### config.mk
export PLATFORM = sky130hd
export DESIGN_NAME = restador_sumador_multiciclo_flat
export DESIGN_NICKNAME = d
export VERILOG_FILES = /design/src/rtl/restador_sumador_multiciclo_pkg.sv /design/src/rtl/restador_sumador_multiciclo_if.sv /design/src/rtl/restador_sumador_multiciclo_sumador_slice.sv /design/src/rtl/restador_sumador_multiciclo.sv /design/src/flat_wrapper.sv
export SDC_FILE = /design/constraint.sdc
export NUM_CORES = 1
export LEC_CHECK = 0
export BUFFER_PORTS_ARGS = -buffer_cell sky130_fd_sc_hd__buf_2
export CAP_MARGIN = 30
export CORE_MARGIN = 2
export CORE_UTILIZATION = 48
export DETAILED_ROUTE_END_ITERATION = 10
export HOLD_SLACK_MARGIN = 0.06
export PLACE_DENSITY = 0.79
export SLEW_MARGIN = 20
export SYNTH_ARGS = -nofsm -noshare
export SYNTH_HDL_FRONTEND = slang
export SYNTH_SLANG_ARGS = --single-unit
### constraint.sdc
create_clock -name clk -period 3.3 [get_ports clk]
set_input_delay 0.495 -clock clk [delete_from_list [all_inputs] [get_ports clk]]
set_output_delay 0.495 -clock clk [all_outputs]
set_load 0.02 [all_outputs]
### src/rtl/restador_sumador_multiciclo_pkg.sv
// Shared types and sizing helpers for the multi-cycle adder/subtractor.
package restador_sumador_multiciclo_pkg;

  typedef enum logic [1:0] {
    IDLE = 2'b00,
    RUN  = 2'b01,
    DONE = 2'b10
  } state_e;

  localparam logic OP_SUMA  = 1'b0;
  localparam logic OP_RESTA = 1'b1;

  function automatic int calc_nsl(input int width, input int slice);
    return width / slice;
  endfunction

  // Slice index width; a single-slice configuration still needs one bit.
  function automatic int calc_idx_w(input int width, input int slice);
    int nsl;
    nsl = width / slice;
    return (nsl <= 1) ? 1 : $clog2(nsl);
  endfunction

endpackage

### src/rtl/restador_sumador_multiciclo_if.sv
// Start/busy/done bus between the operand registers and the adder/subtractor.
interface restador_sumador_multiciclo_if #(
  parameter int WIDTH = 16
);
  logic             start;
  logic             op;
  logic [WIDTH-1:0] A;
  logic [WIDTH-1:0] B;
  logic [WIDTH-1:0] R;
  logic             Carry;
  logic             Borrow;
  logic             Ovf;
  logic             Zero;
  logic             busy;
  logic             done;

  modport master (
    output start, op, A, B,
    input  R, Carry, Borrow, Ovf, Zero, busy, done
  );

  modport slave (
    input  start, op, A, B,
    output R, Carry, Borrow, Ovf, Zero, busy, done
  );
endinterface

### src/rtl/restador_sumador_multiciclo_sumador_slice.sv
// SLICE-bit ripple-carry adder, reused every cycle by the multi-cycle top.
module sumador_slice #(
  parameter int SLICE = 4
) (
  input  logic [SLICE-1:0] a,
  input  logic [SLICE-1:0] b,
  input  logic             cin,
  output logic [SLICE-1:0] s,
  output logic             cout
);

  logic [SLICE:0] c;

  always_comb begin
    c    = '0;
    s    = '0;
    c[0] = cin;
    for (int i = 0; i < SLICE; i++) begin
      s[i]   = a[i] ^ b[i] ^ c[i];
      c[i+1] = (a[i] & b[i]) | (c[i] & (a[i] ^ b[i]));
    end
  end

  assign cout = c[SLICE];

endmodule

### src/rtl/restador_sumador_multiciclo.sv
// Multi-cycle two's-complement adder/subtractor: one SLICE-bit slice per clock,
// registered result and Carry/Borrow/Ovf/Zero flags, start/busy/done handshake.
module restador_sumador_multiciclo
  import restador_sumador_multiciclo_pkg::*;
#(
  parameter int WIDTH = 16,
  parameter int SLICE = 4
) (
  input  logic clk,
  input  logic rst_n,
  restador_sumador_multiciclo_if.slave bus
);

  localparam int NSL   = calc_nsl(WIDTH, SLICE);
  localparam int IDX_W = calc_idx_w(WIDTH, SLICE);
  localparam logic [IDX_W-1:0] LAST_IDX = IDX_W'(NSL - 1);

  state_e                    state_q, state_d;
  logic [IDX_W-1:0]          idx_q, idx_d;
  logic [NSL-1:0][SLICE-1:0] a_q, a_d, b_q, b_d, r_q, r_d;
  logic                      op_q, op_d, cy_q, cy_d;
  logic                      carry_q, carry_d, borrow_q, borrow_d;
  logic                      ovf_q, ovf_d, zero_q, zero_d;
  logic [SLICE-1:0]          sum_s;
  logic                      cout_s;

  // Operands are held slice-addressable so one adder can walk them by idx.
  sumador_slice #(.SLICE(SLICE)) u_slice (
    .a   (a_q[idx_q]),
    .b   (b_q[idx_q]),
    .cin (cy_q),
    .s   (sum_s),
    .cout(cout_s)
  );

  always_comb begin
    state_d  = state_q;
    idx_d    = idx_q;
    a_d      = a_q;
    b_d      = b_q;
    op_d     = op_q;
    cy_d     = cy_q;
    r_d      = r_q;
    carry_d  = carry_q;
    borrow_d = borrow_q;
    ovf_d    = ovf_q;
    zero_d   = zero_q;
    case (state_q)
      IDLE: begin
        if (bus.start) begin
          a_d     = bus.A;
          b_d     = (bus.op == OP_RESTA) ? ~bus.B : bus.B;
          op_d    = bus.op;
          cy_d    = bus.op;
          idx_d   = '0;
          state_d = RUN;
        end
      end
      RUN: begin
        r_d[idx_q] = sum_s;
        cy_d       = cout_s;
        idx_d      = idx_q + IDX_W'(1);
        if (idx_q == LAST_IDX) begin
          state_d  = DONE;
          idx_d    = '0;
          carry_d  = cout_s;
          borrow_d = op_q & ~cout_s;
          ovf_d    = (a_q[NSL-1][SLICE-1] == b_q[NSL-1][SLICE-1]) &&
                     (r_d[NSL-1][SLICE-1] != a_q[NSL-1][SLICE-1]);
          zero_d   = (r_d == '0);
        end
      end
      DONE:    state_d = IDLE;
      default: state_d = IDLE;
    endcase
  end

  always_ff @(posedge clk or negedge rst_n) begin
    if (!rst_n) begin
      state_q  <= IDLE;
      idx_q    <= '0;
      op_q     <= 1'b0;
      cy_q     <= 1'b0;
      r_q      <= '0;
      carry_q  <= 1'b0;
      borrow_q <= 1'b0;
      ovf_q    <= 1'b0;
      zero_q   <= 1'b0;
    end else begin
      state_q  <= state_d;
      idx_q    <= idx_d;
      op_q     <= op_d;
      cy_q     <= cy_d;
      r_q      <= r_d;
      carry_q  <= carry_d;
      borrow_q <= borrow_d;
      ovf_q    <= ovf_d;
      zero_q   <= zero_d;
    end
  end

  always_ff @(posedge clk) begin
    a_q <= a_d;
    b_q <= b_d;
  end

  assign bus.R      = r_q;
  assign bus.Carry  = carry_q;
  assign bus.Borrow = borrow_q;
  assign bus.Ovf    = ovf_q;
  assign bus.Zero   = zero_q;
  assign bus.busy   = (state_q == RUN);
  assign bus.done   = (state_q == DONE);

endmodule

### src/flat_wrapper.sv
// flat-port wrapper written by rule: the top's interface ports become plain ports
module restador_sumador_multiciclo_flat import restador_sumador_multiciclo_pkg::*;
#(
  parameter int WIDTH = 16,
  parameter int SLICE = 4
)
  (clk, rst_n, bus_start, bus_op, bus_A, bus_B, bus_R, bus_Carry, bus_Borrow, bus_Ovf, bus_Zero, bus_busy, bus_done);
  restador_sumador_multiciclo_if #(.WIDTH(WIDTH)) bus_i ();
  input  logic clk;
  input  logic rst_n;
  input wire logic [$bits(bus_i.start)-1:0] bus_start;
  input wire logic [$bits(bus_i.op)-1:0] bus_op;
  input wire logic [$bits(bus_i.A)-1:0] bus_A;
  input wire logic [$bits(bus_i.B)-1:0] bus_B;
  output wire logic [$bits(bus_i.R)-1:0] bus_R;
  output wire logic [$bits(bus_i.Carry)-1:0] bus_Carry;
  output wire logic [$bits(bus_i.Borrow)-1:0] bus_Borrow;
  output wire logic [$bits(bus_i.Ovf)-1:0] bus_Ovf;
  output wire logic [$bits(bus_i.Zero)-1:0] bus_Zero;
  output wire logic [$bits(bus_i.busy)-1:0] bus_busy;
  output wire logic [$bits(bus_i.done)-1:0] bus_done;
  assign bus_i.start = bus_start;
  assign bus_i.op = bus_op;
  assign bus_i.A = bus_A;
  assign bus_i.B = bus_B;
  assign bus_R = bus_i.R;
  assign bus_Carry = bus_i.Carry;
  assign bus_Borrow = bus_i.Borrow;
  assign bus_Ovf = bus_i.Ovf;
  assign bus_Zero = bus_i.Zero;
  assign bus_busy = bus_i.busy;
  assign bus_done = bus_i.done;
  restador_sumador_multiciclo #(.WIDTH(WIDTH), .SLICE(SLICE)) u_core (.clk(clk), .rst_n(rst_n), .bus(bus_i));
endmodule
## Word-level counts from Yosys, hierarchy flattened

Cells that the tools add are included.
Widths: inputs -> output; s select.

- Register bits after elaboration: 58
- Input port bits: 36

- Add/sub/neg operators: 1
- Magnitude comparators: 2
- Equal/unequal tests: 7
- Muxes and demuxes: 16
- Bitwise operators: 23
- Reduce and logical (&&, ||, !) cells: 9

Operators by type and width:

| cell | count |
|---|---|
| $bmux 4 s2 | 2 |
| $bwmux 16 | 1 |
| $logic_not 16->1 | 1 |
| $mux 16 | 1 |
| $not 16->16 | 1 |
| $mux 4 | 3 |
| $and 1x1->1 | 9 |
| $demux 4 s2 | 1 |
| $mux 2 | 4 |
| $pmux 2 s2 | 2 |
| $reduce_and 2->1 | 4 |
| $xor 1x1->1 | 8 |
| $eq 2x2->1 const B | 2 |
| $or 1x1->1 | 4 |
| $lt 2x3->1 const B | 1 |
| $add 2x1->2 const B | 1 |
| $eq 2x1->1 const B | 1 |
| $ge 2x1->1 const B | 1 |
| $logic_and 1x1->1 | 2 |
| $logic_not 2->1 | 1 |
| $ne 2x1->1 const B | 1 |
| $ne 2x2->1 const B | 1 |
| $pmux 1 s2 | 1 |
| $reduce_bool 2->1 | 1 |
| other kinds (4) | 4 |

## Longest topological paths before layout

Gate-level depths: netlist of run 1.

- Depth in word-level cells: 13
- Mapped depth: 10
- Depth with buffers taken out: 9

## By module

From an unflattened synthesis of run 1, not the netlist that was laid out.

- Cells, all modules: 171
- Area total of the unflattened synthesis: 2628.8 um2

By module, submodules not included:

| module | instances | cells an instance | area an instance (um2) | seq. area each (um2) |
|---|---|---|---|---|
| restador_sumador_multiciclo | 1 | 157 | 2511.2 | 1611.5 |
| sumador_slice | 1 | 14 | 117.6 | 0.0 |

## Least setup slack after synthesis of run 1

No wires, ideal clock.

- Path type: register to register
- Start point: reg u_core.idx_q[0]
- End point: reg u_core.ovf_q (netlist: u_core.bus.Ovf)
- Setup time: 0.082 ns
- Arrival: 3.321 ns
- Setup slack: -0.102 ns
- Stages on the path, launching flop included: 10
- Buffers on the path: 1
- Period minus slack after synthesis: 3.402 ns
- Path through: dfrtp_1 -> buf_6 -> mux4_1 -> fa_1 -> fa_1 -> fa_1 -> inv_1 -> fa_1 -> or3_1 -> a31oi_1

- Longest elaborated chain between the ends: 13
- Elaborated cells between the ends (all ways): 28

Ends and longest elaborated chain:

| what | line | text |
|---|---|---|
| from (decl) | restador_sumador_multiciclo.sv:19 | `logic [IDX_W-1:0] idx_q, idx_d;` |
| from (signal assigned) | restador_sumador_multiciclo.sv:91 | `idx_q <= idx_d;` |
| $bmux 4 s2 (on tied branches) | restador_sumador_multiciclo.sv:29, restador_sumador_multiciclo.sv:30 |  |
| $mux 4 (on tied branches) | restador_sumador_multiciclo.sv:29, restador_sumador_multiciclo.sv:30 |  |
| $xor 1x1->1 | restador_sumador_multiciclo_sumador_slice.sv:20 | `c[i+1] = (a[i] & b[i]) \| (c[i] & (a[i] ^ b[i]));` |
| $and 1x1->1 | restador_sumador_multiciclo_sumador_slice.sv:20 |  |
| $or 1x1->1 | restador_sumador_multiciclo_sumador_slice.sv:20 |  |
| $and 1x1->1 | restador_sumador_multiciclo_sumador_slice.sv:20 |  |
| $or 1x1->1 | restador_sumador_multiciclo_sumador_slice.sv:20 |  |
| $and 1x1->1 | restador_sumador_multiciclo_sumador_slice.sv:20 |  |
| $or 1x1->1 | restador_sumador_multiciclo_sumador_slice.sv:20 |  |
| $xor 1x1->1 | restador_sumador_multiciclo_sumador_slice.sv:19 | `s[i] = a[i] ^ b[i] ^ c[i];` |
| $bwmux 16 | restador_sumador_multiciclo.sv:60 | `r_d[idx_q] = sum_s;` |
| $ne 1x1->1 | restador_sumador_multiciclo.sv:69 | `(r_d[NSL-1][SLICE-1] != a_q[NSL-1][SLICE-1]);` |
| $logic_and 1x1->1 | restador_sumador_multiciclo.sv:68 | `ovf_d = (a_q[NSL-1][SLICE-1] == b_q[NSL-1][SLICE-1]) &&` |
| to (signal assigned) | restador_sumador_multiciclo.sv:97 | `ovf_q <= ovf_d;` |
| to (decl) | restador_sumador_multiciclo.sv:23 | `logic ovf_q, ovf_d, zero_q, zero_d;` |

Several ways; a longest one is shown, not always the timed one. The select of a mux whose other input is x is not followed.
A chain may end at the register's enable or synchronous reset.

## Worst setup path in the final report of run 1

Same ends and word-level chain as after synthesis.

==> flow_metrics.py, run 1 <==
metrics = {
    "timing": {
        "slew_violations": 0,
        "rsz0062_at_grt": "false",
        "finalSetupTns_ns": 0,
        "setup_viol": 0,
        "finalCriticalPeriod_ns": 3.14,
        "fin_crit_sh_pct": 95.2,
        "finClkSkew_ns": 0.00947,
        "maxSlewHeadroom_pct": 61.8,
        "timing.fmax_mhz": 318,
        "finalHoldViolCount": 0,
        "worst_pin_slew_ns": 0.573,
    },
    "power": {
        "power.leakage_nw": 1.36,
        "peakVddDrop_mv": 0.436,
        "power_mw": 3.33,
        "powerDensity_nw_per_um2": 1050,
    },
    "global_routing": {
        "grt_pass1_vias": 1630,
        "grt_first_pass_wirelength_um": 7660,
        "gr-total-overflow": 0,
        "grt_antenna_before_repair": 0,
        "track_usage_pct": 16.9,
        "grt_max_degree": 28,
    },
    "place": {
        "io_buffers": 57,
        "dpl_cell_area_um2": 2970,
        "hpwl_um": 3420,
        "gp_congestion": 0.831,
    },
    "die": {
        "num_io_pins": 58,
        "die_h_um": 77.6,
        "rows": 26,
        "core_area_um2": 5170,
        "die-area_um2": 6020,
        "chipWidth_um": 77.6,
        "initial_core_util_pct": 50.2,
    },
    "worst_hold_path": {
        "min_path_type": "in -> async",
    },
    "setup_path": {
        "worst_r2r_path_depth": 8,
        "cp.arrival_ns": 3.39,
        "critical_path_class": "reg -> reg",
        "endpoint_kind": "flop",
        "critical_path_required_ns": 3.55,
        "cp-start-kind": "flop",
        "critical-path-top-delay-family": "adder cells",
        "critPathLaunch": "u_core.idx_q[0]",
        "crit_fanout": 4,
        "critPathBufInv": 1,
        "cp_cell_sequence": "mux4_2, fa_2, fa_2, fa_1, inv_1, fa_1, or3_1, a31oi_1",
        "cpPeakStageDelay_ns": 0.52,
        "reg2reg_to": "u_core.bus.Ovf",
        "cp-endpoint": "u_core.bus.Ovf",
        "slowest_stage": "mux4_2",
        "worstReg2RegStart": "u_core.idx_q[0]",
        "rrSetupSlack_ns": 0.16,
        "cp.depth": 8,
    },
    "routing": {
        "routedWlPerCell_um": 14.9,
        "routed_wl_um": 4650,
        "initialDrtViolationCount": 77,
        "drc": 0,
        "viasPerCell": 5.01,
        "drt_pass1_iterations": 4,
        "vias": 1558,
        "ant_nets": 0,
    },
    "final_layout": {
        "area_delta_synth_final_pct": 22.5,
        "design_area_um2": 3180,
        "seqCellArea_um2": 1610,
        "diodes": 0,
        "final_common_cell": "buf_2",
        "multi_input_area_um2": 915,
        "fill_cells": 402,
        "layout_common_cells": "buf_2, edfxtp_1, dfrtp_1",
        "drive_gt1_share_pct": 39.8,
        "post-route-util_pct": 61.5,
        "nNetsFinal": 280,
    },
    "clocking": {
        "cts_setup_buffers": 0,
        "cts_sinks": 58,
        "clock_latency_ns": 0.33,
        "cts_buffer_depth": 2,
        "clk_root_buffer_cell": "clkbuf_8",
        "htreeDepth": 3,
        "cts_buffers": 9,
        "cts_tree": "done",
        "clkTransAtPathRegs_ns": 0.07,
    },
    "synthesis": {
        "avgSynthCellArea_um2": 15.4,
        "synth_edf_count": 32,
        "postSynth.asyncResetShare_pct": 44.8,
        "synth_cells": 169,
        "dominantRegCellSynth": "edfxtp_1",
        "yosysWarnings": 0,
        "synth-seq-cells": 58,
        "synth.cell_area_um2": 2600,
        "syn-num-nets": 213,
        "synth.distinct_cells": 36,
        "seq_area_frac_synth_pct": 62.0,
    },
    "run": {
        "maxCapViolCount": 0,
    },
    "outcome": {
        "run_status": "completed",
    },
}
## final cells by class
class / instances / area share (%)
timing repair buffer: 62 / 10.1
clock buffer: 10 / 4.01
inverter: 8 / 1.10
clock inverter: 6 / 2.59
multi-input combinational: 97 / 28.7
sequential: 58 / 50.7
tap: 70 / 2.75
## synth_stat cells (all sizes together) (3+ instances only)
master | number | area [um2]
buf | 6 | 43.8
a21oi | 3 | 15.0
o21ai | 10 | 50.1
mux2 | 8 | 90.1
inv | 7 | 26.3
mux4 | 8 | 206
dfrtp | 26 | 651
fa | 4 | 80.1
edfxtp | 32 | 961
nand2 | 14 | 55.1
nor2b | 3 | 18.8
ha | 4 | 50.1
xor2 | 16 | 140
nor3 | 3 | 15.0
nand3b | 4 | 30.0
## routing by layer
metal,part of all wire [%],global-route usage (%)
met5,0,0
met1,43,21.4
met4,1.3,5.89
met3,6.5,6.28
met2,49,26.7
## kinds of logic after synthesis
kind of cell | after synthesis | share of synthesized area [%]
muxes | 18 | 12.2
adders and majority gates | 8 | 5.01
xor gates and xnor gates | 16 | 5.39
and+or+nand+nor | 31 | 6.36
DFF | 58 | 62.0
buffers and inverters | 14 | 3.03
AOI/OAI and AO/OA | 24 | 6.02
## per-stage QoR
stage | hold slack (ns) | setup WS (ns) | instances
finish | 0.159 | 0.157 | 311
global route | 0.193 | 0.00605 | 311
CTS | 0.169 | 0.0774 | 311
detailed placement | 0.469 | 0.0975 | 295
global placement | 0.458 | 0.154 | 295
floorplan | 0.199 | 0.0230 | 169
## power breakdown
part / internal, mW / switching [mW]
sequential: 1.03 / 0.161
clock: 0.421 / 0.271
combinational: 0.628 / 0.827
total: 2.08 / 1.26
## how the worst min path moves through the flow
stage / slack, ns / endpoint / from / cells after the start
after floorplan: 0.20 / u_core.bus.Borrow / rst_n / 0
after global placement: 0.46 / u_core.bus.Borrow / u_core.bus.Borrow / 2
after detailed placement: 0.47 / u_core.bus.R[15] / u_core.bus.R[15] / 2
after CTS: 0.17 / u_core.op_q / rst_n / 1
after global routing: 0.19 / u_core.op_q / rst_n / 1
final: 0.16 / u_core.op_q / rst_n / 1
## flip-flops by register name (all words and copies together), names as in the netlist
| signal | flops |
|---|---|
| u_core.op_q | 1 |
| u_core.bus.Zero | 1 |
| u_core.a_q | 16 |
| u_core.bus.R | 16 |
| u_core.cy_q | 1 |
| u_core.state_q | 2 |
| u_core.bus.Ovf | 1 |
| u_core.b_q | 16 |
| u_core.bus.Borrow | 1 |
| u_core.bus.Carry | 1 |
| u_core.idx_q | 2 |
## what timing repair did
action                     4_1_cts  5_1_grt
setup endpoints to repair        0        2
hold buffers                     0        0
gates resized for setup          0        2
Note: power is estimated with default switching activity, not from simulation.
==> inputs of run 2 (changes only) <==
BUFFER_PORTS_ARGS = unset   (was -buffer_cell sky130_fd_sc_hd__buf_2)
CELL_PAD_IN_SITES_DETAIL_PLACEMENT = 2   (was unset)
CELL_PAD_IN_SITES_GLOBAL_PLACEMENT = 2   (was unset)
CORE_UTILIZATION = 39   (was 48)
DONT_BUFFER_PORTS = 1   (was unset)
PLACE_DENSITY = 0.78   (was 0.79)
==> flow_metrics.py, run 2 (synthesized netlist as in run 1, its figures left out) <==
metrics = {
    "setup_path": {
        "reg2reg_to": "u_core.bus.Ovf",
        "critical-path-top-delay-family": "adder cells",
        "critical_path_required_ns": 3.55,
        "critPathBufInv": 1,
        "worstReg2RegStart": "u_core.idx_q[0]",
        "slowest_stage": "mux4_2",
        "cp-start-kind": "flop",
        "cpPeakStageDelay_ns": 0.53,
        "endpoint_kind": "flop",
        "crit_fanout": 4,
        "worst_r2r_path_depth": 8,
        "rrSetupSlack_ns": 0.1,
        "cp_cell_sequence": "mux4_2, fa_2, fa_2, fa_1, inv_1, fa_1, or3_1, a31oi_1",
        "cp.arrival_ns": 3.45,
        "critical_path_class": "reg -> reg",
    },
    "final_layout": {
        "fill_cells": 611,
        "diodes": 0,
        "drive_gt1_share_pct": 19.9,
        "post-route-util_pct": 45.5,
        "multi_input_area_um2": 908,
        "seqCellArea_um2": 1610,
        "layout_common_cells": "edfxtp_1, dfrtp_1, xor2_1",
        "nNetsFinal": 225,
        "area_delta_synth_final_pct": 11.9,
        "final_common_cell": "edfxtp_1",
        "final_cells": 263,
    },
    "place": {
        "gp_congestion": 0.783,
        "pre_cts_ws_ns": -0.00737,
        "dp.cells": 244,
        "hpwl_um": 4260,
        "io_buffers": 0,
    },
    "power": {
        "power_mw": 3.23,
        "power.leakage_nw": 1.13,
        "seqPwrFrac_pct": 41.9,
        "p_int_mw": 1.94,
        "clkPwrFrac_pct": 19.7,
        "power.switching_mw": 1.29,
        "powerDensity_nw_per_um2": 1110,
        "p_comb_share_pct": 38.4,
        "swShare_pct": 40.1,
        "peakVddDrop_mv": 0.389,
    },
    "die": {
        "initial_core_util_pct": 40.7,
        "num_io_pins": 58,
        "rows": 29,
        "die-area_um2": 7330,
        "die_h_um": 85.6,
        "core_area_um2": 6390,
        "chipWidth_um": 85.6,
    },
    "routing": {
        "drc": 0,
        "initialDrtViolationCount": 67,
        "drt_pass1_iterations": 4,
        "ant_nets": 0,
        "viasPerCell": 5.48,
        "routedWlPerCell_um": 21.6,
        "vias": 1440,
        "routed_wl_um": 5680,
    },
    "worst_hold_path": {
        "hold_path_end": "u_core.a_q[14]",
        "min_from": "bus_A[14]",
        "whs_path_depth": 0,
        "min_path_type": "in -> reg",
    },
    "timing": {
        "timing.fmax_mhz": 312,
        "slew_violations": 0,
        "finalCriticalPeriod_ns": 3.20,
        "maxSlewHeadroom_pct": 63.7,
        "worst_pin_slew_ns": 0.544,
        "setup_viol": 0,
        "finClkSkew_ns": 0.00623,
        "finalHoldViolCount": 0,
        "fin_ws_ns": 0.0978,
        "fin_crit_sh_pct": 97.0,
    },
    "clocking": {
        "clkTransAtPathRegs_ns": 0.07,
        "htreeDepth": 3,
        "cts_tree": "done",
        "cts_buffer_depth": 2,
        "cts_sinks": 58,
        "cts_buffers": 9,
        "clock_latency_ns": 0.33,
        "clk_root_buffer_cell": "clkbuf_8",
    },
    "global_routing": {
        "gr-total-overflow": 0,
        "grt_pass1_vias": 1627,
        "grt_first_pass_wirelength_um": 9250,
        "track_usage_pct": 17.3,
        "grt_antenna_before_repair": 0,
        "grt_max_degree": 27,
    },
    "outcome": {
        "run_status": "completed",
    },
    "run": {
        "maxCapViolCount": 0,
    },
}
run 2: changes by cell type in the layout (fill, tap and decap cells not counted), sizes merged:
cell,change
buf,-56
clkbuf,+3
clkinv,-2
bufinv,-1
dlygate4sd3,+1
run 2: how the worst max path moves through the flow:
stage / from / to / slack [ns] / cells past startpoint
2_1_floorplan: u_core.idx_q[0] / u_core.bus.Ovf / 0.02 / 9
3_3_place_gp: u_core.idx_q[0] / u_core.bus.Ovf / 0.14 / 8
3_5_place_dp: u_core.idx_q[0] / u_core.bus.Ovf / -0.007 / 8
4_1_cts: u_core.idx_q[0] / u_core.bus.Zero / 0.05 / 10
5_1_grt: u_core.idx_q[0] / u_core.bus.Ovf / -0.001 / 8
6_report: u_core.idx_q[0] / u_core.bus.Ovf / 0.1 / 8
run 2: routing by layer:
metal | routed length (um) | GRT usage (%) | vias up
met3 | 285 | 5.20 | 8
met1 | 2370 | 21.6 | 746
met4 | 87 | 7.36 | 0
met2 | 2930 | 28.1 | 45
met5 | 0 | 0 | -
li1 | - | - | 641
run 2: timing repair:
action                                  4_1_cts  5_1_grt
hold buffers                                  2        0
endpoints found under the hold margin        26        0
setup buffers                                 0        1
endpoints found under the setup margin        2        2
gates resized for setup                       1        0
run 2: worst reg2reg max path: stages, from the launching register on:
cell	delay, ns
dfrtp_2	0.42
mux4_2	0.53
fa_2	0.38
fa_2	0.34
fa_1	0.37
inv_1	0.08
fa_1	0.45
or3_1	0.38
a31oi_1	0.17
run 2: power by group through the flow:
stage | registers (mW) | logic [mW] | clock network, mW
floorplan | 1.29 | 0.903 | 0
global placement | 1.35 | 1.15 | 0
detailed placement | 1.37 | 1.25 | 0
CTS | 1.37 | 1.26 | 0.654
global route | 1.39 | 1.38 | 0.690
finish | 1.35 | 1.24 | 0.636
run 2: final cells by class:
class	count	share of cell area (%)
timing repair buffer	7	2.32
sequential	58	55.5
inverter	8	1.20
multi-input combinational	97	31.2
tap	77	3.31
clock inverter	3	1.33
clock buffer	13	5.12
run 2: through the flow:
stage               area, um2  hold slack [ns]  setup TNS [ns]
global route             2910            0.237        -0.00116
CTS                      2900            0.243               0
floorplan                2600            0.199               0
finish                   2910            0.257               0
detailed placement       2680            0.200        -0.00765
global placement         2680            0.200               0
